**config.mk**
```make
export PLATFORM = sky130hd
export DESIGN_NAME = fifo_wr_arbiter
export DESIGN_NICKNAME = d
export VERILOG_FILES = /design/src/rtl/fifo_arb_pkg.sv /design/src/rtl/rr_pick.sv /design/src/rtl/fifo_wr_arbiter.sv
export SDC_FILE = /design/constraint.sdc
export NUM_CORES = 1
export LEC_CHECK = 0
export BUFFER_PORTS_ARGS = -buffer_cell sky130_fd_sc_hd__buf_4
export CAP_MARGIN = 20
export CORE_UTILIZATION = 44
export CTS_CLUSTER_SIZE = 30
export DETAILED_ROUTE_END_ITERATION = 10
export PLACE_DENSITY = 0.89
export SLEW_MARGIN = 20
export SYNTH_ARGS = -nofsm -noshare
export SYNTH_HDL_FRONTEND = slang
export SYNTH_SLANG_ARGS = --single-unit
```
**constraint.sdc**
```tcl
create_clock -name clk -period 4.5 [get_ports clk]
set_input_delay 0.45 -clock clk [delete_from_list [all_inputs] [get_ports clk]]
set_output_delay 0.45 -clock clk [all_outputs]
set_load 0.03 [all_outputs]
```
**src/rtl/fifo_arb_pkg.sv**
```systemverilog
// Shared types and constants for the FIFO-side arbiters (write arbiter, read scheduler).
// No logic here: state encodings, default sizing and a constant-evaluable clog2.
package fifo_arb_pkg;

   typedef enum logic {
      ST_IDLE  = 1'b0,
      ST_BURST = 1'b1
   } arb_state_t;

   localparam int DEF_NREQ     = 4;
   localparam int DEF_DATALEN  = 8;
   localparam int DEF_BURSTLEN = 4;

   function automatic int clog2(input int n);
      int r;
      r = 0;
      while ((1 << r) < n) begin
         r = r + 1;
      end
      return r;
   endfunction

endpackage

```
**src/rtl/rr_pick.sv**
```systemverilog
// Rotating-priority picker: first set req bit after last_id, wrapping modulo NREQ.
// Purely combinational; no backpressure of its own.
module rr_pick
   import fifo_arb_pkg::*;
#(
   parameter int NREQ = DEF_NREQ,
   parameter int IDW  = clog2(NREQ)
) (
   input  logic [NREQ-1:0] req,
   input  logic [IDW-1:0]  last_id,
   output logic            any,
   output logic [IDW-1:0]  pick_id
);

   logic [IDW-1:0] idx;

   // Scan from farthest to nearest so the nearest candidate is written last and wins.
   always_comb begin
      any     = 1'b0;
      pick_id = '0;
      idx     = '0;
      for (int k = NREQ; k >= 1; k--) begin
         idx = IDW'((int'(last_id) + k) % NREQ);
         if (req[idx]) begin
            any     = 1'b1;
            pick_id = idx;
         end
      end
   end

endmodule

```
**src/rtl/fifo_wr_arbiter.sv**
```systemverilog
// Round-robin burst arbiter sharing one FIFO write port; grant one cycle after request seen in IDLE.
// Backpressure: wfull holds the current grant (no write, no accept) and never releases it.
module fifo_wr_arbiter
   import fifo_arb_pkg::*;
#(
   parameter int NREQ     = DEF_NREQ,
   parameter int DATALEN  = DEF_DATALEN,
   parameter int BURSTLEN = DEF_BURSTLEN
) (
   input  logic                       clk,
   input  logic                       rst,
   input  logic [NREQ-1:0]            req_valid,
   input  logic [NREQ*DATALEN-1:0]    req_data,
   output logic [NREQ-1:0]            req_ready,
   input  logic                       wfull,
   output logic                       winc,
   output logic [DATALEN-1:0]         wdata,
   output logic [NREQ-1:0]            grant,
   output logic [clog2(NREQ)-1:0]     grant_id,
   output logic                       busy
);

   localparam int IDW = clog2(NREQ);
   localparam int CW  = (clog2(BURSTLEN) > 0) ? clog2(BURSTLEN) : 1;

   arb_state_t          state;
   logic [CW-1:0]       burst_cnt;
   logic [IDW-1:0]      last_id;

   logic                pick_any;
   logic [IDW-1:0]      pick_id;
   logic [NREQ-1:0]     pick_oh;
   logic                xfer;
   logic                burst_last;
   logic [DATALEN-1:0]  req_slice [NREQ];

   for (genvar i = 0; i < NREQ; i++) begin : g_slice
      assign req_slice[i] = req_data[i*DATALEN +: DATALEN];
   end

   rr_pick #(
      .NREQ (NREQ),
      .IDW  (IDW)
   ) u_pick (
      .req     (req_valid),
      .last_id (last_id),
      .any     (pick_any),
      .pick_id (pick_id)
   );

   assign pick_oh    = {{(NREQ-1){1'b0}}, 1'b1} << pick_id;
   assign burst_last = (burst_cnt == CW'(BURSTLEN - 1));
   assign busy       = (state == ST_BURST);

   // rst gates the strobe so an aborted burst never writes on the reset edge.
   always_comb begin
      xfer      = (state == ST_BURST) && req_valid[grant_id] && !wfull && !rst;
      winc      = xfer;
      req_ready = xfer ? grant : '0;
      wdata     = xfer ? req_slice[grant_id] : '0;
   end

   always_ff @(posedge clk) begin
      if (rst) begin
         state     <= ST_IDLE;
         grant     <= '0;
         grant_id  <= '0;
         burst_cnt <= '0;
         last_id   <= IDW'(NREQ - 1);
      end else begin
         case (state)
            ST_IDLE: begin
               if (pick_any) begin
                  state     <= ST_BURST;
                  grant     <= pick_oh;
                  grant_id  <= pick_id;
                  burst_cnt <= '0;
               end
            end
            ST_BURST: begin
               if (!req_valid[grant_id]) begin
                  state   <= ST_IDLE;
                  grant   <= '0;
                  last_id <= grant_id;
               end else if (xfer) begin
                  burst_cnt <= burst_cnt + 1'b1;
                  if (burst_last) begin
                     state   <= ST_IDLE;
                     grant   <= '0;
                     last_id <= grant_id;
                  end
               end
            end
            default: begin
               state <= ST_IDLE;
               grant <= '0;
            end
         endcase
      end
   end

endmodule
```
==> impl_results.md, run 1 <==
* P_leak at 0.5964 nW
* Max rail drop VDD at 0.2420 mV
* Inst Count DP at 173
* Number of global-route vias before repair at 903
* Worst EP required at 4.05 ns
* RSZ-0062 raised after global routing: false
* CP Class: flip-flop to output pin
* Clock-pin slew on the worst setup and hold paths at 0.08 ns
* Largest net degree at the start of global routing at 16
* Die Y at 46.62 µm
* Max-cap violations at 0
* Clock Sinks at 11
* Fin cells at 177
* GR Util All Layers at 25.56%
* Post-CTS sizing at 0
* Max-slew violations at 0
* Routed vias at 997
* Synth Cell Area at 875.8 µm²
* Cells along the critical path: mux2_2 -> nand3_1 -> a211o_1 -> nor2b_1 -> buf_4
* Area leader, netlist: dfxtp_1
* DRT Pass-1 Iters at 4
* Commonest non-fill, non-tap cells in the layout: buf_4 (58), dfxtp_1 (11), nor2_1 (9)
* Final setup fails at 0
* HPWL after DPL at 2196 µm
* Fmax at 0.3479 GHz
* IO Pins at 59
* Cell count after synthesis at 94
* Seq/Total Area, Yosys at 25.14%
* EDFF count, synth at 0
* Final Core Density at 74.65%
* Worst setup SP type: flip-flop
* Hold crit path type: input port to flip-flop
* FF-to-FF path depth at 4
* Setup bufs post-CTS at 0
* CTS tree: yes
* Critical Path End Type: output pin
* Post-synth net total at 134
* First-pass GRT wire length at 3864 µm
* Htree depth at 1
* Initial antenna violation count at 0
* Remaining DRCs at 0
* Period minus WS final at 2.874 ns
* Core footprint at 1802 µm²
* Hold Fails Final Rpt at 0
* Hold Slack at 0.4162 ns
* Diodes inserted at 0
* Clock Skew at 0.01435 ns
* Yosys warnings at 0
* Starting density of the core at 48.61%
* Crit-path max FO at 15
* Rows at 15
* Total die area at 2173 µm²
* Worst EP arrival at 2.42 ns
* Pwr/cell area at 235.0 nW/µm²
* Post-CTS Hold Buffers at 0
* Share of layout cells above drive strength 1 at 48.03%
* Clock Path Buffers at 2
* Via density at 5.633
* Commonest non-fill, non-tap cell in the layout: buf_4
* Port Buf Inserts at 58
* P&R area growth vs syn at 53.57%
* Worst-skew pair later-pin latency at 0.28 ns
* Setup TNS at 0 ns
* Final worst slack at 1.626 ns
* Syn Area/Cell at 9.317 µm²
* CP max-delay cell: dfxtp_1
* Yosys top cell area share at 25.14%
* Die X at 46.62 µm
* Relative slew slack at 53.81%
* Place WS at 1.941 ns
* DRT iter0 DRCs at 19
* Final ANT Viol Nets at 0
* Grt total ovfl at 0
* Gpl congestion at 0.7472
* Status: complete, no violations
* Final WL at 2691 µm
* Hold path cells at 2
* Top_reg_cell synth: dfxtp_1
* Root Driver: clkbuf_4
* Async SR Flop Fraction at 0%
* Actual slew at the worst max-slew pin at 0.6918 ns
* CP max stage delay at 0.77 ns
* FF+latch count, synth at 11
* Tcrit/Tclk final at 63.88%
* Nets at 193
* WL/cell at 15.20 µm
* Synth cell types at 32
* Top cells by area, synth: dfxtp_1 (25%), mux4_2 (21%), nor2b_1 (5.7%)
* Num CTS Buffers at 3
==> layer usage <==
metal	up-vias	GRT usage, %	wire length [µm]
li1	474	-	-
met1	478	27.95	906
met3	8	6.275	136
met4	0	11.43	75
met2	37	45.83	1572
met5	-	0	0
==> cell type report <==
| cell class | instances | area [µm²] |
|---|---|---|
| multi-input cells | 71 | 601.8 |
| fillers | 145 | 456.7 |
| repair buffers | 58 | 435.4 |
| flip-flops and latches | 11 | 220.2 |
| well taps | 25 | 31.28 |
| inverters | 8 | 30.03 |
| clock buffers | 4 | 26.28 |
==> state kept, by name, indices dropped and copies added (netlist names) <==
signal,flops
grant,4
busy,1
burst_cnt,2
last_id,2
grant_id,2
==> worst max-delay path, delay by kind of cell (launching register included) <==
kind                   cells  cell delay (ns)
AOI/OAI and AO/OA          1             0.52
buffers and inverters      1             0.20
DFF                        1             0.77
muxes                      1             0.34
and+or+nand+nor            2             0.33
==> through the flow <==
stage	power (W)	cell area, µm²
3_5_place_dp	0.0002480	1319
6_report	0.0003161	1345
3_3_place_gp	0.0002422	1319
4_1_cts	0.0003193	1345
5_1_grt	0.0003316	1345
2_1_floorplan	0.0001969	875.8
==> cell families (layout without fill, tap and decap cells) <==
group | after synthesis | count (layout) | share of synthesized area [%]
simple gates | 37 | 37 | 22.86
compound gates | 20 | 20 | 17.72
mux | 13 | 13 | 26.71
buf+inv | 12 | 70 | 6.143
flops | 11 | 11 | 25.14
fa+ha+maj | 1 | 1 | 1.428
==> power by group <==
part	switching, W	internal (W)
sequential	0.0000171	0.000106
clock	0.0000360	0.0000344
combinational	0.0000530	0.0000699
total	0.000106	0.000210
==> synth_stat cells, drive strengths merged (3+ instances only) <==
master	count
inv	8
a32o	4
a211oi	3
nand2b	4
mux2	3
mux4	8
a211o	3
nor2b	8
dfxtp	11
nand2	3
nor2	9
nand3	4
==> final timing paths <==
path	slack (ns)	endpoint	from
setup / recovery	1.63	wdata[6]	grant_id[0]
hold / removal	0.42	grant_id[1]	rst
setup reg to reg	2.27	burst_cnt[1]	grant_id[0]
hold reg to reg	0.50	burst_cnt[0]	burst_cnt[0]
Power figures use the tool's default switching activity.
==> inputs of run 2 (changes only) <==
--- a/config.mk
+++ b/config.mk
@@ -7,10 +7,10 @@
 export LEC_CHECK = 0
 export BUFFER_PORTS_ARGS = -buffer_cell sky130_fd_sc_hd__buf_4
 export CAP_MARGIN = 20
-export CORE_UTILIZATION = 44
+export CORE_UTILIZATION = 37
 export CTS_CLUSTER_SIZE = 30
 export DETAILED_ROUTE_END_ITERATION = 10
-export PLACE_DENSITY = 0.89
+export PLACE_DENSITY = 0.8
 export SLEW_MARGIN = 20
 export SYNTH_ARGS = -nofsm -noshare
 export SYNTH_HDL_FRONTEND = slang
==> constraint.sdc (replaced) <==
create_clock -name clk -period 2.4 [get_ports clk]
set_input_delay 0.24 -clock clk [delete_from_list [all_inputs] [get_ports clk]]
set_output_delay 0.24 -clock clk [all_outputs]
set_load 0.03 [all_outputs]
==> run 2 against run 1 <==
Against the previous run:
- register-to-register slack lost 1.7 ns
- largest cell class unchanged
- critical path type unchanged
- power rose by 87%
- hold slack lost 0.20 ns
- critical path depth unchanged
- sequential share of layout area is 0.23 points lower
- clock power up 80%
- worst setup slack lost 1.4 ns
- global-route usage down 4.3 points
==> impl_results.md, run 2 (synthesized netlist as in run 1, its figures left out) <==
* Setup slack, reg-to-reg at 0.53 ns
* Worst setup SP type: flip-flop
* Hold crit path type: input port to flip-flop
* FF+latch area at 220.2 µm²
* Max FFs per register at 4
* First-pass GRT wire length at 4209 µm
* IO Pins at 59
* Clock Path Buffers at 2
* P&R area growth vs syn at 55.71%
* Root Driver: clkbuf_4
* Fill cell count at 211
* RSZ-0062 raised after global routing: false
* Place WS at 0.5230 ns
* Share of layout cells above drive strength 1 at 48.70%
* Total die area at 2566 µm²
* Setup TNS at 0 ns
* Die Y at 50.66 µm
* Hold endpoint: grant_id[1]
* Max-cap violations at 0
* Critical Path End Type: output pin
* CTS tree: yes
* Clock Sinks at 11
* Starting density of the core at 39.59%
* Tcrit/Tclk final at 91.23%
* Clock-pin slew on the worst setup and hold paths at 0.07 ns
* Max-slew violations at 0
* Grt total ovfl at 0
* FF-to-FF path depth at 4
* Setup crit start: grant_id[0]
* DRT iter0 DRCs at 21
* Remaining DRCs at 0
* Rows at 17
* Period minus WS final at 2.190 ns
* DRT Pass-1 Iters at 4
* Worst EP arrival at 1.95 ns
* Largest reg by FF count: grant
* Htree depth at 1
* Hold path cells at 2
* Num CTS Buffers at 3
* Port Buf Inserts at 58
* Relative slew slack at 67.82%
* Setup bufs post-CTS at 0
* Initial antenna violation count at 0
* Via density at 5.390
* Max rail drop VDD at 0.3977 mV
* Actual slew at the worst max-slew pin at 0.4827 ns
* Pwr/cell area at 433.1 nW/µm²
* Min-delay src: rst
* R2r endpoint: burst_cnt[1]
* Critical R2R Launch: grant_id[0]
* CP Class: flip-flop to output pin
* Worst EP required at 2.16 ns
* Final ANT Viol Nets at 0
* Clock Skew at 0.007600 ns
* Final setup fails at 0
* Multi-input gate area at 601.8 µm²
* WL/cell at 13.71 µm
* Crit-path max FO at 15
* HPWL after DPL at 1999 µm
* Nets at 195
* P_leak at 0.6069 nW
* Core footprint at 2212 µm²
* Routed vias at 981
* Hold Fails Final Rpt at 0
* Hold Slack at 0.2191 ns
* Largest net degree at the start of global routing at 16
* Final Core Density at 61.65%
* Die X at 50.66 µm
* Number of global-route vias before repair at 962
* GR Util All Layers at 21.31%
* Commonest non-fill, non-tap cell in the layout: buf_4
* Commonest non-fill, non-tap cells in the layout: buf_4 (60), dfxtp_1 (11), nor2_1 (9)
* Worst-skew pair later-pin latency at 0.27 ns
* Post-CTS Hold Buffers at 0
* Gpl congestion at 0.8546
* Final WL at 2495 µm
* Final worst slack at 0.2104 ns
* Post-CTS sizing at 0
* Diodes inserted at 0
* Fmax at 0.4567 GHz
* Status: complete, no violations
==> run 2: cell types whose count changed in the layout (fill, tap and decap cells not counted) <==
cell   before  now
buf_4      58   60
==> run 2: routing by layer <==
metal  wire length (µm)  track usage (%)  vias up
met5                  0                0        -
met4                 14            3.241        0
met3                124            5.152        4
met2               1308            37.33       31
met1               1048            26.72      469
li1                   -                -      477
==> run 2: how the worst max path moves through the flow <==
stage	end	slack (ns)	cells past startpoint
after CTS	wdata[1]	0.20	5
after floorplan	wdata[3]	0.32	5
after detailed placement	wdata[1]	0.52	5
after global routing	req_ready[0]	0.11	5
final	wdata[1]	0.21	5
after global placement	wdata[5]	0.62	5
==> run 2: per-stage QoR <==
step	std cells	cell area (µm²)	total power (W)
final	182	1364	0.0005907
after floorplan	94	875.8	0.0003692
after global placement	178	1338	0.0004593
after detailed placement	178	1338	0.0004670
after global routing	182	1364	0.0006317
after CTS	182	1364	0.0005961
==> run 2: worst max-delay path, cell delays in order (launching register included) <==
cell     delay (ns)
dfxtp_1        0.43
mux2_2         0.41
nand3_1        0.10
a211o_1        0.44
nor2b_1        0.11
buf_4          0.19
==> run 2: area by class of cell <==
type                            count  share of cell area, %
Inverter                            8                  2.202
Multi-Input combinational cell     71                  44.13
Timing Repair Buffer               60                  33.03
Clock buffer                        4                  1.927
Sequential cell                    11                  16.15
Tap cell                           28                  2.569
==> run 2: report_power, final <==
group / internal [W] / switching [W] / leakage, nW
logic: 0.000135 / 0.000110 / 0.502
registers: 0.000198 / 0.0000200 / 0.0903
clock network: 0.0000644 / 0.0000627 / 0.0150
==> inputs of run 3 (changes only) <==
--- a/config.mk
+++ b/config.mk
@@ -5,12 +5,13 @@
 export SDC_FILE = /design/constraint.sdc
 export NUM_CORES = 1
 export LEC_CHECK = 0
+export ABC_AREA = 1
 export BUFFER_PORTS_ARGS = -buffer_cell sky130_fd_sc_hd__buf_4
 export CAP_MARGIN = 20
-export CORE_UTILIZATION = 37
+export CORE_UTILIZATION = 41
 export CTS_CLUSTER_SIZE = 30
 export DETAILED_ROUTE_END_ITERATION = 10
-export PLACE_DENSITY = 0.8
+export PLACE_DENSITY = 0.82
 export SLEW_MARGIN = 20
 export SYNTH_ARGS = -nofsm -noshare
 export SYNTH_HDL_FRONTEND = slang
==> run 3 against run 2 <==
Against the previous run:
- cell area rose by 15%
- clock skew down 0.0036 ns
- die area up 15%
- core utilization rose by 0.65 points
- register-to-register slack better by 0.27 ns
- count of clock-buffer cells in the layout did not move
- maximum frequency rose by 8.9%
- sequential cell count unchanged
- highest routed layer unchanged
- critical path type unchanged
==> impl_results.md, run 3 <==
* Cells along the critical path: inv_1 -> nor3_1 -> nand2_2 -> a21oi_1 -> buf_4
* Critical R2R Launch: last_id[0]
* Total die area at 2947 µm²
* Hold endpoint: grant[3]
* Relative slew slack at 73.91%
* Worst-skew pair later-pin latency at 0.29 ns
* Hold path cells at 2
* Status: complete, no violations
* FF+latch area at 221.5 µm²
* Max-cap violations at 0
* Num CTS Buffers at 3
* Period minus WS final at 2.011 ns
* Count leader, synth: nor2_1
* Yosys warnings at 0
* Gpl congestion at 0.8415
* Hold Fails Final Rpt at 0
* Setup slack, reg-to-reg at 0.80 ns
* Fill cell count at 244
* Multi-input gate area at 739.5 µm²
* Port Buf Inserts at 58
* Commonest non-fill, non-tap cell in the layout: buf_4
* DRT Pass-1 Iters at 4
* Setup TNS at 0 ns
* CTS tree: yes
* FF-to-FF path depth at 8
* EDFF count, synth at 0
* Final WL at 3002 µm
* Die Y at 54.29 µm
* Final setup fails at 0
* Max rail drop VDD at 0.4961 mV
* Number of global-route vias before repair at 1099
* Worst EP arrival at 1.77 ns
* Top_reg_cell synth: dfxtp_1
* Remaining DRCs at 0
* Synth Cell Area at 1121 µm²
* First-pass GRT wire length at 4595 µm
* R2r endpoint: grant[0]
* Via density at 4.996
* P_leak at 0.8301 nW
* WL/cell at 11.04 µm
* Clock-pin slew on the worst setup and hold paths at 0.07 ns
* Min-delay src: rst
* Root Driver: clkbuf_4
* Syn Area/Cell at 5.995 µm²
* Largest net degree at the start of global routing at 21
* Fin cells at 272
* Nets at 283
* FF+latch count, synth at 11
* DRT iter0 DRCs at 20
* Max FFs per register at 4
* RSZ-0062 raised after global routing: false
* Routed vias at 1359
* Setup bufs post-CTS at 0
* Most frequent cells after synthesis: nor2_1 (37), nand2_1 (32), o21ai_0 (19)
* GR Util All Layers at 21.22%
* Hold crit path type: input port to flip-flop
* Largest reg by FF count: grant
* Initial antenna violation count at 0
* Synth cell types at 31
* Crit-path max FO at 15
* Clock Sinks at 11
* Setup crit start: busy
* Clock Skew at 0.004028 ns
* Max-slew violations at 0
* Tcrit/Tclk final at 83.80%
* Cell count after synthesis at 187
* Inst Count DP at 268
* Top cells by area, synth: dfxtp_1 (20%), nor2_1 (12%), nand2_1 (11%)
* Rows at 18
* Placed inst area at 1540 µm²
* Async SR Flop Fraction at 0%
* P&R area growth vs syn at 40.18%
* Seq/Total Area, Yosys at 19.64%
* Actual slew at the worst max-slew pin at 0.3908 ns
* Worst EP required at 2.16 ns
* Critical Path End Type: output pin
* Fmax at 0.4972 GHz
* Commonest non-fill, non-tap cells in the layout: buf_4 (59), nor2_1 (37), nand2_1 (32), o21ai_0 (19)
* Clock Path Buffers at 2
* IO Pins at 59
* Htree depth at 1
* Finished Cell Area at 1572 µm²
* Pwr/cell area at 768.6 nW/µm²
* Grt total ovfl at 0
* CP max-delay cell: dfxtp_1
* Post-CTS sizing at 0
* Top Family by Delay on Critical Path: simple AND/OR/NAND/NOR gates
* Core footprint at 2522 µm²
* Yosys top cell area share at 19.64%
* Post-CTS Hold Buffers at 0
* HPWL after DPL at 2247 µm
* Die X at 54.29 µm
* Crit path buffers/inverters at 2
* Share of layout cells above drive strength 1 at 40.50%
* Final ANT Viol Nets at 0
* CP Class: flip-flop to output pin
* Diodes inserted at 0
* Post-synth net total at 227
* Starting density of the core at 44.44%
* Hold Slack at 0.1819 ns
* Worst setup SP type: flip-flop
* Area leader, netlist: dfxtp_1
* CP max stage delay at 0.43 ns
run 3: changes by cell type in the layout (fill, tap and decap cells not counted), sizes merged, moves of 3 or more:
cell    before  now
nand3        4    8
nand2b       4    0
o21ai        2   21
inv          8   20
nand2        3   52
a32o         4    0
a211oi       3    0
nor2b        8    0
mux2         3    0
mux4         8    0
nor2         9   39
a211o        3    0
a21oi        2   16
run 3: routing by layer:
layer / global-route usage [%] / up-vias / part of all wire [%]
met5: 0 / - / 0
met4: 8.547 / 0 / 1.9
met3: 2.778 / 7 / 8.7
met2: 34.76 / 53 / 47
met1: 27.83 / 592 / 43
li1: - / 707 / -
run 3: where the power goes:
part           internal [W]  total, W  switching, W
registers          0.000227  0.000296     0.0000695
logic              0.000290  0.000775      0.000485
clock network     0.0000648  0.000137     0.0000725
run 3: how the worst max path moves through the flow:
stage	to	slack, ns	depth (start not counted)
after floorplan	wdata[1]	0.38	6
after global placement	winc	0.52	6
after detailed placement	winc	0.47	6
after CTS	winc	0.16	6
after global routing	winc	0.24	6
final	wdata[3]	0.39	5
run 3: cell families (layout without fill, tap and decap cells):
kind of cell	Yosys count	after routing	share of synthesized area, %
flops	11	11	19.64
compound gates	41	41	21.09
simple gates	104	104	43.75
fa+ha+maj	1	1	1.116
buf+inv	30	85	14.40
run 3: worst register-to-register path, delay by kind of cell, from the launching register on:
family	cells	cell delay, ns
AO/OA/AOI/OAI	2	0.38
buffers and inverters	1	0.08
AND/OR/NAND/NOR	5	0.51
flip-flops	1	0.56
run 3: per-stage QoR:
step                setup slack, ns  power [W]  util (%)
floorplan                    0.3846  0.0008924         -
finish                       0.3887   0.001208     62.30
global route                 0.2449   0.001312     62.30
CTS                          0.1553   0.001204     62.10
detailed placement           0.4718   0.001060     61.06
global placement             0.5173   0.001050     61.06
run 3: cell type report:
class,instances,area share [%]
sequential,11,14.09
clock buffer,4,1.672
inverter,22,6.608
timing repair buffer,59,28.18
tap,30,2.389
multi-input combinational,146,47.05
